[src/rtl/bus_control.sv]
// CPU address decoder and DTAC generator for the Konami-2 CPU board.
// Optional macro BUSCTL_RMRD_EN enables the tile-chip ROM-readback (rmrd) decode override.
module bus_control (
    input  logic        clk,
    input  logic        rst,
    input  logic        as_n,
    input  logic        bk4,
    input  logic        init_n,
    input  logic [15:0] addr,
    input  logic        woco,
    input  logic        rmrd,
    input  logic        ce,
    input  logic        cq,
    input  logic        rwb,
    output logic        prog_n,
    output logic        bank_n,
    output logic        work_n,
    output logic        cramcs_n,
    output logic        vramcs_n,
    output logic        objcs_n,
    output logic        iocs_n,
    output logic        dtac_n
);

    logic rmrd_eff;
    logic unused_ok;

`ifdef BUSCTL_RMRD_EN
    assign rmrd_eff  = rmrd;
    assign unused_ok = rwb;
`else
    assign rmrd_eff  = 1'b0;
    assign unused_ok = rwb ^ rmrd;
`endif

    logic prog_hit, bank_hit, work_hit, cram_hit, vram_hit, obj_hit, io_hit;
    logic prog_sel, bank_sel, work_sel, cram_sel, vram_sel, obj_sel, io_sel;
    logic fast_sel, vid_sel;
    logic cq_d, vid_q, fast_q;
    logic cq_rise, ack;

    // Raw region decode, independent of strobe and init gating.
    always_comb begin
        prog_hit = 1'b0;
        bank_hit = 1'b0;
        work_hit = 1'b0;
        cram_hit = 1'b0;
        vram_hit = 1'b0;
        obj_hit  = 1'b0;
        io_hit   = 1'b0;
        if (addr[15]) begin
            prog_hit = 1'b1;
        end else if (addr[14]) begin
            if (addr[15:4] == 12'h5F8) begin
                io_hit = 1'b1;
            end else if (!rmrd_eff &&
                         ((addr[15:10] == 6'b011111) || (addr[15:3] == 13'h0F00))) begin
                obj_hit = 1'b1;
            end else begin
                vram_hit = 1'b1;
            end
        end else if (addr[13]) begin
            if (bk4) bank_hit = 1'b1;
            else     prog_hit = 1'b1;
        end else if (addr[12:10] != 3'b000) begin
            work_hit = 1'b1;
        end else if (woco) begin
            cram_hit = 1'b1;
        end else begin
            work_hit = 1'b1;
        end
    end

    // Program ROM keeps decoding during board init so the CPU can boot.
    always_comb begin
        prog_sel = ~as_n & prog_hit;
        bank_sel = ~as_n & init_n & bank_hit;
        work_sel = ~as_n & init_n & work_hit;
        cram_sel = ~as_n & init_n & cram_hit;
        vram_sel = ~as_n & init_n & vram_hit;
        obj_sel  = ~as_n & init_n & obj_hit;
        io_sel   = ~as_n & init_n & io_hit;
        fast_sel = prog_sel | bank_sel | work_sel | cram_sel | io_sel;
        vid_sel  = vram_sel | obj_sel;
    end

    always_comb begin
        prog_n   = ~prog_sel;
        bank_n   = ~bank_sel;
        work_n   = ~work_sel;
        cramcs_n = ~cram_sel;
        vramcs_n = ~vram_sel;
        objcs_n  = ~obj_sel;
        iocs_n   = ~io_sel;
    end

    always_comb begin
        cq_rise = cq & ~cq_d;
        ack     = ~fast_q | (~vid_q & vid_sel & ce & cq);
    end

    always_ff @(posedge clk) begin
        if (rst) begin
            cq_d   <= 1'b0;
            vid_q  <= 1'b1;
            fast_q <= 1'b1;
            dtac_n <= 1'b1;
        end else begin
            cq_d <= cq;
            if (as_n) begin
                vid_q  <= 1'b1;
                fast_q <= 1'b1;
                dtac_n <= 1'b1;
            end else begin
                fast_q <= ~fast_sel;
                if (cq_rise) vid_q <= ~vid_sel;
                // Sticky until the strobe is released.
                if (ack) dtac_n <= 1'b0;
            end
        end
    end

endmodule

[config.mk]
export PLATFORM = sky130hd
export DESIGN_NAME = bus_control
export DESIGN_NICKNAME = d
export VERILOG_FILES = /design/src/rtl/bus_control.sv
export SDC_FILE = /design/constraint.sdc
export NUM_CORES = 1
export LEC_CHECK = 0
export CORE_AREA = 2 2 39 41
export DETAILED_ROUTE_END_ITERATION = 7
export DIE_AREA = 0 0 41 43
export PLACE_DENSITY_LB_ADDON = 0.05
export SYNTH_ARGS = -nofsm -noshare
export SYNTH_HDL_FRONTEND = slang
export SYNTH_SLANG_ARGS = --single-unit
export TNS_END_PERCENT = 10
[constraint.sdc]
create_clock -name clk -period 3.3 [get_ports clk]
set_clock_uncertainty 0.15 [all_clocks]
set_input_delay 0.66 -clock clk [delete_from_list [all_inputs] [get_ports clk]]
set_output_delay 0.66 -clock clk [all_outputs]
set_load 0.02 [all_outputs]
# Word level (Yosys, flattened, before mapping)
# Index checks and enable logic that the tools add are counted.
# word_totals
register_bits	4
latch_bits	0
ramBits	0
mem_bits_ro	0
input_bits	26
out_inout_bits	8
word_cells	70
memories	0
# op_classes
n_addsub	0
multipliers	0
div_mod_pow	0
magnitude_cmp	0
eq_ne	3
shifts	0
mux	29
bitwise	31
n_reduce_logical	3
# op_table
operator	count
2-to-1 mux 1 bit	29
== test 13 x 12 -> 1 bit (second input constant)	1
inverter 1 bit	13
AND 1 bit	12
== test 12 x 11 -> 1 bit (second input constant)	1
== test 6 x 5 -> 1 bit (second input constant)	1
OR 1 bit	6
nonzero test 3 bit	1
OR reduction 2 bit	1
logical OR 1 bit	1

# Logic depth before layout (Yosys ltp)
# depth
ltp_word	12
mapped_depth	3
ltp_nobuf	3

# Worst setup path after synthesis
# No wires, ideal clock.
# synth_path
path_type	input port to output port
startpoint	input addr[4]
endpoint	output vramcs_n
arrival_time_ns	1.604
setup_slack_ns	0.886
stages	3
path_cell_list	nor4b_4 a22oi_1 o21ai_0
# synth_between
elab_chain_cells	8
elab_cells_between_ends	9
cone_classes	2 x eq/ne; 4 x mux; 2 x bitwise; 1 x reduce/logical
# synth_lines
item	line_no	source
from (decl)	9	input logic [15:0] addr,
== test 13 x 12 -> 1 bit	57	((addr[15:10] == 6'b011111) || (addr[15:3] == 13'h0F00))) begin
logical OR 1 bit	57	
2-to-1 mux 1 bit	56	end else if (!rmrd_eff &&
2-to-1 mux 1 bit (*)	54	if (addr[15:4] == 12'h5F8) begin
2-to-1 mux 1 bit (*)	53	end else if (addr[14]) begin
2-to-1 mux 1 bit (*)	51	if (addr[15]) begin
AND 1 bit (*)	80	vram_sel = ~as_n & init_n & vram_hit;
inverter 1 bit (*)	92	vramcs_n = ~vram_sel;
to (decl)	19	output logic vramcs_n,
# Every way passes the cells marked *; elsewhere a longest branch is shown, timed or not.

# Final worst setup path
# layout_path
startpoint	input init_n
endpoint	output bank_n
# layout_between
elab_chain_cells	3
# layout_lines
item	line_no	source
from (decl)	8	input logic init_n,
AND 1 bit (2 in series)	77	bank_sel = ~as_n & init_n & bank_hit;
inverter 1 bit	89	bank_n = ~bank_sel;
to (decl)	16	output logic bank_n,
# Every way passes these cells.

==> impl_metrics.yaml <==
clock_network:
  numCtsBuffers: 3
  h-tree-depth: 1
  cts.sinks: 4
  clk_latency_ns: 0.23
  cts_buffer_depth: 2
  cts_setup_buffers: 0
  cts_hold_buffers: 0
  clk_pin_slew_worst_paths_ns: 0.04
  clock-root-buffer: "clkbuf_4"
  cts_tree: "yes"
finish:
  syn_to_final_growth_pct: 120
  multi_input_area_um2: 254
  n_fill_cell: 144
  diodes: 0
  seq_area_um2: 80.1
  fin_nets: 108
  layout_common_cells: "clkdlybuf4s50_1 (23), buf_4 (9), nor2b_1 (4), dfxtp_1 (4), dlymetal6s2s_1 (4)"
  drive_gt1_share_pct: 18.8
  layout_commonest_cell: "clkdlybuf4s50_1"
logic_synthesis:
  synth_cells: 40
  synth_nets: 66
  ys_seq_elements: 4
  seq_area_frac_synth_pct: 23.8
  synth_cell_types: 25
  postSynthAreaPerCell_um2: 8.41
  ys_warn_count: 0
  netlist_area_um2: 337
die:
  die_w_um: 41
  num_io_pins: 34
  core_area_um2: 1380
  die_area_um2: 1760
  die_h_um: 43
  rows: 14
  start_util_pct: 24.3
hold_path:
  hold_end: "vid_q"
  hold_class: "reg2reg"
  min_path_cells: 2
  hp-start: "vid_q"
sta:
  layout_min_cycle_time_ns: 3.22
  slew_headroom_pct: 77.1
  final.setup.tns_ns: 0
  final.period_utilization_pct: 97.6
  maxSlewViolCount: 0
  rsz0062_at_grt: "no"
  hold_viol_final: 0
  final-setup-viol-count: 0
  worst_slack_ns: 0.0779
  fmax_ghz: 0.310
  whs_ns: 0.377
  tightest_slew_ns: 0.339
pwr:
  power.density_nw_per_um2: 226
  peakVddDrop_v: 0.0000701
  p_leak_nw: 0.270
setup_path:
  worst_setup_path_end_kind: "output port"
  critPathRequiredTime_ns: 2.49
  critPathTopFamily: "buffers and inverters"
  cp_max_fo: 3
  critPathBufInv: 2
  arrival_ns: 2.41
  crit_type: "in2out"
  r2r_setup_slack_ns: 2.26
  start_kind: "input pin"
  rr_endpoint: "vid_q"
  crit_chain: "clkdlybuf4s50_1 > or3b_2 > nand4bb_1 > clkdlybuf4s50_1"
  crit_top_cell: "clkdlybuf4s50_1"
  worst_path_max_delay_cell: "clkdlybuf4s50_1"
  cpPeakStageDelay_ns: 0.55
  reg2reg_from: "cq_d"
  reg2reg_depth: 3
drt:
  drtIter0Drc: 7
  routed_wl_mm: 1.05
  route.detailed.drc: 0
  firstDrtPassIters: 3
  wl_per_cell_um: 10.9
  antenna_left: 0
  via_per_inst: 4.79
  vias: 460
global_route:
  grt_max_degree: 7
  gr-total-overflow: 0
  first_global_vias: 425
  grt_pass1_wl_mm: 1.69
  grt_antenna_before_repair: 0
  gr-usage-all-layers_pct: 14.0
placement:
  dp_hpwl_um: 891
  numPortBuffers: 28
  place_congestion: 0.709
  dpl_worst_slack_ns: 0.00982
status:
  run_status: "finished clean"
run:
  drv_cap: 0
flip-flops by register name (all words and copies together), names as in the netlist:
name    count
vid_q       1
fast_q      1
dtac_n      1
cq_d        1
worst max path at each step:
| stage | startpoint | end | slack, ns | cells after the start |
|---|---|---|---|---|
| floorplan | addr[4] | vramcs_n | 0.89 | 3 |
| global placement | as_n | objcs_n | 0.005 | 5 |
| detailed placement | addr[4] | objcs_n | 0.01 | 5 |
| CTS | init_n | work_n | 0.01 | 5 |
| global route | init_n | bank_n | 0.003 | 4 |
| finish | init_n | bank_n | 0.08 | 4 |
per-stage QoR:
step                util, %  instance area (um2)  power, mW  instances
floorplan                 -                  337     0.0661         40
finish                 53.5                  741      0.167         96
CTS                    52.4                  726      0.170         96
detailed placement     50.9                  704      0.108         93
global route           53.5                  741      0.179         96
global placement       50.9                  704      0.108         93
timing repair:
item | 4_1_cts | 5_1_grt
gates resized for setup | 1 | 5
gates cloned | 0 | 0
setup endpoints to repair | 1 | 4
cell families (layout without fill, tap and decap cells):
group	Yosys count	after routing	share of synthesized area, %
AOI/OAI and AO/OA	10	10	21.2
buffers and inverters	2	42	2.23
DFF	4	4	23.8
and+or+nand+nor	24	24	52.8
per-layer routing:
metal	routed length (um)	track usage, %	vias to the layer above
li1	-	-	242
met1	464	17.5	193
met2	462	18.8	25
met3	123	6.81	0
met4	0	8.00	0
met5	0	0	-
cells in the mapped netlist:
cell type  number  area [um2]
a211oi_1        1        7.51
a22oi_1         1        7.51
a311o_1         1        10.0
a311oi_1        1        8.76
a31oi_1         1        6.26
a41oi_1         1        8.76
and2_1          1        6.26
and4_1          1        8.76
dfxtp_1         4        80.1
inv_1           2        7.51
nand2_1         1        3.75
nand2b_1        2        12.5
nand4_1         3        18.8
nand4bb_1       2        22.5
nor2_1          3        11.3
nor2b_1         4        25.0
nor3_1          1        5.00
nor3b_1         1        7.51
nor4_1          1        6.26
nor4b_1         1        8.76
nor4b_4         1        23.8
o21ai_0         3        15.0
o21bai_1        1        7.51
or3b_1          1        8.76
or3b_2          1        8.76
tightest hold or removal path, cell delays in order, from the launching register on:
cell and delay, ns:
dfxtp_1 0.30, nor2b_1 0.10, o21ai_0 0.07
report_power, final:
part	switching [mW]	leakage, nW	internal [mW]
logic	0.0195	0.223	0.0370
clock network	0.0191	0.0138	0.0406
registers	0.000464	0.0329	0.0504
area by class of cell:
class / count / area share, %
inverter: 2 / 1.01
clock buffer: 3 / 3.04
multi-input combinational: 34 / 34.3
sequential: 4 / 10.8
tap: 16 / 2.70
timing repair buffer: 37 / 48.1
(Power assumes the default switching activity.)
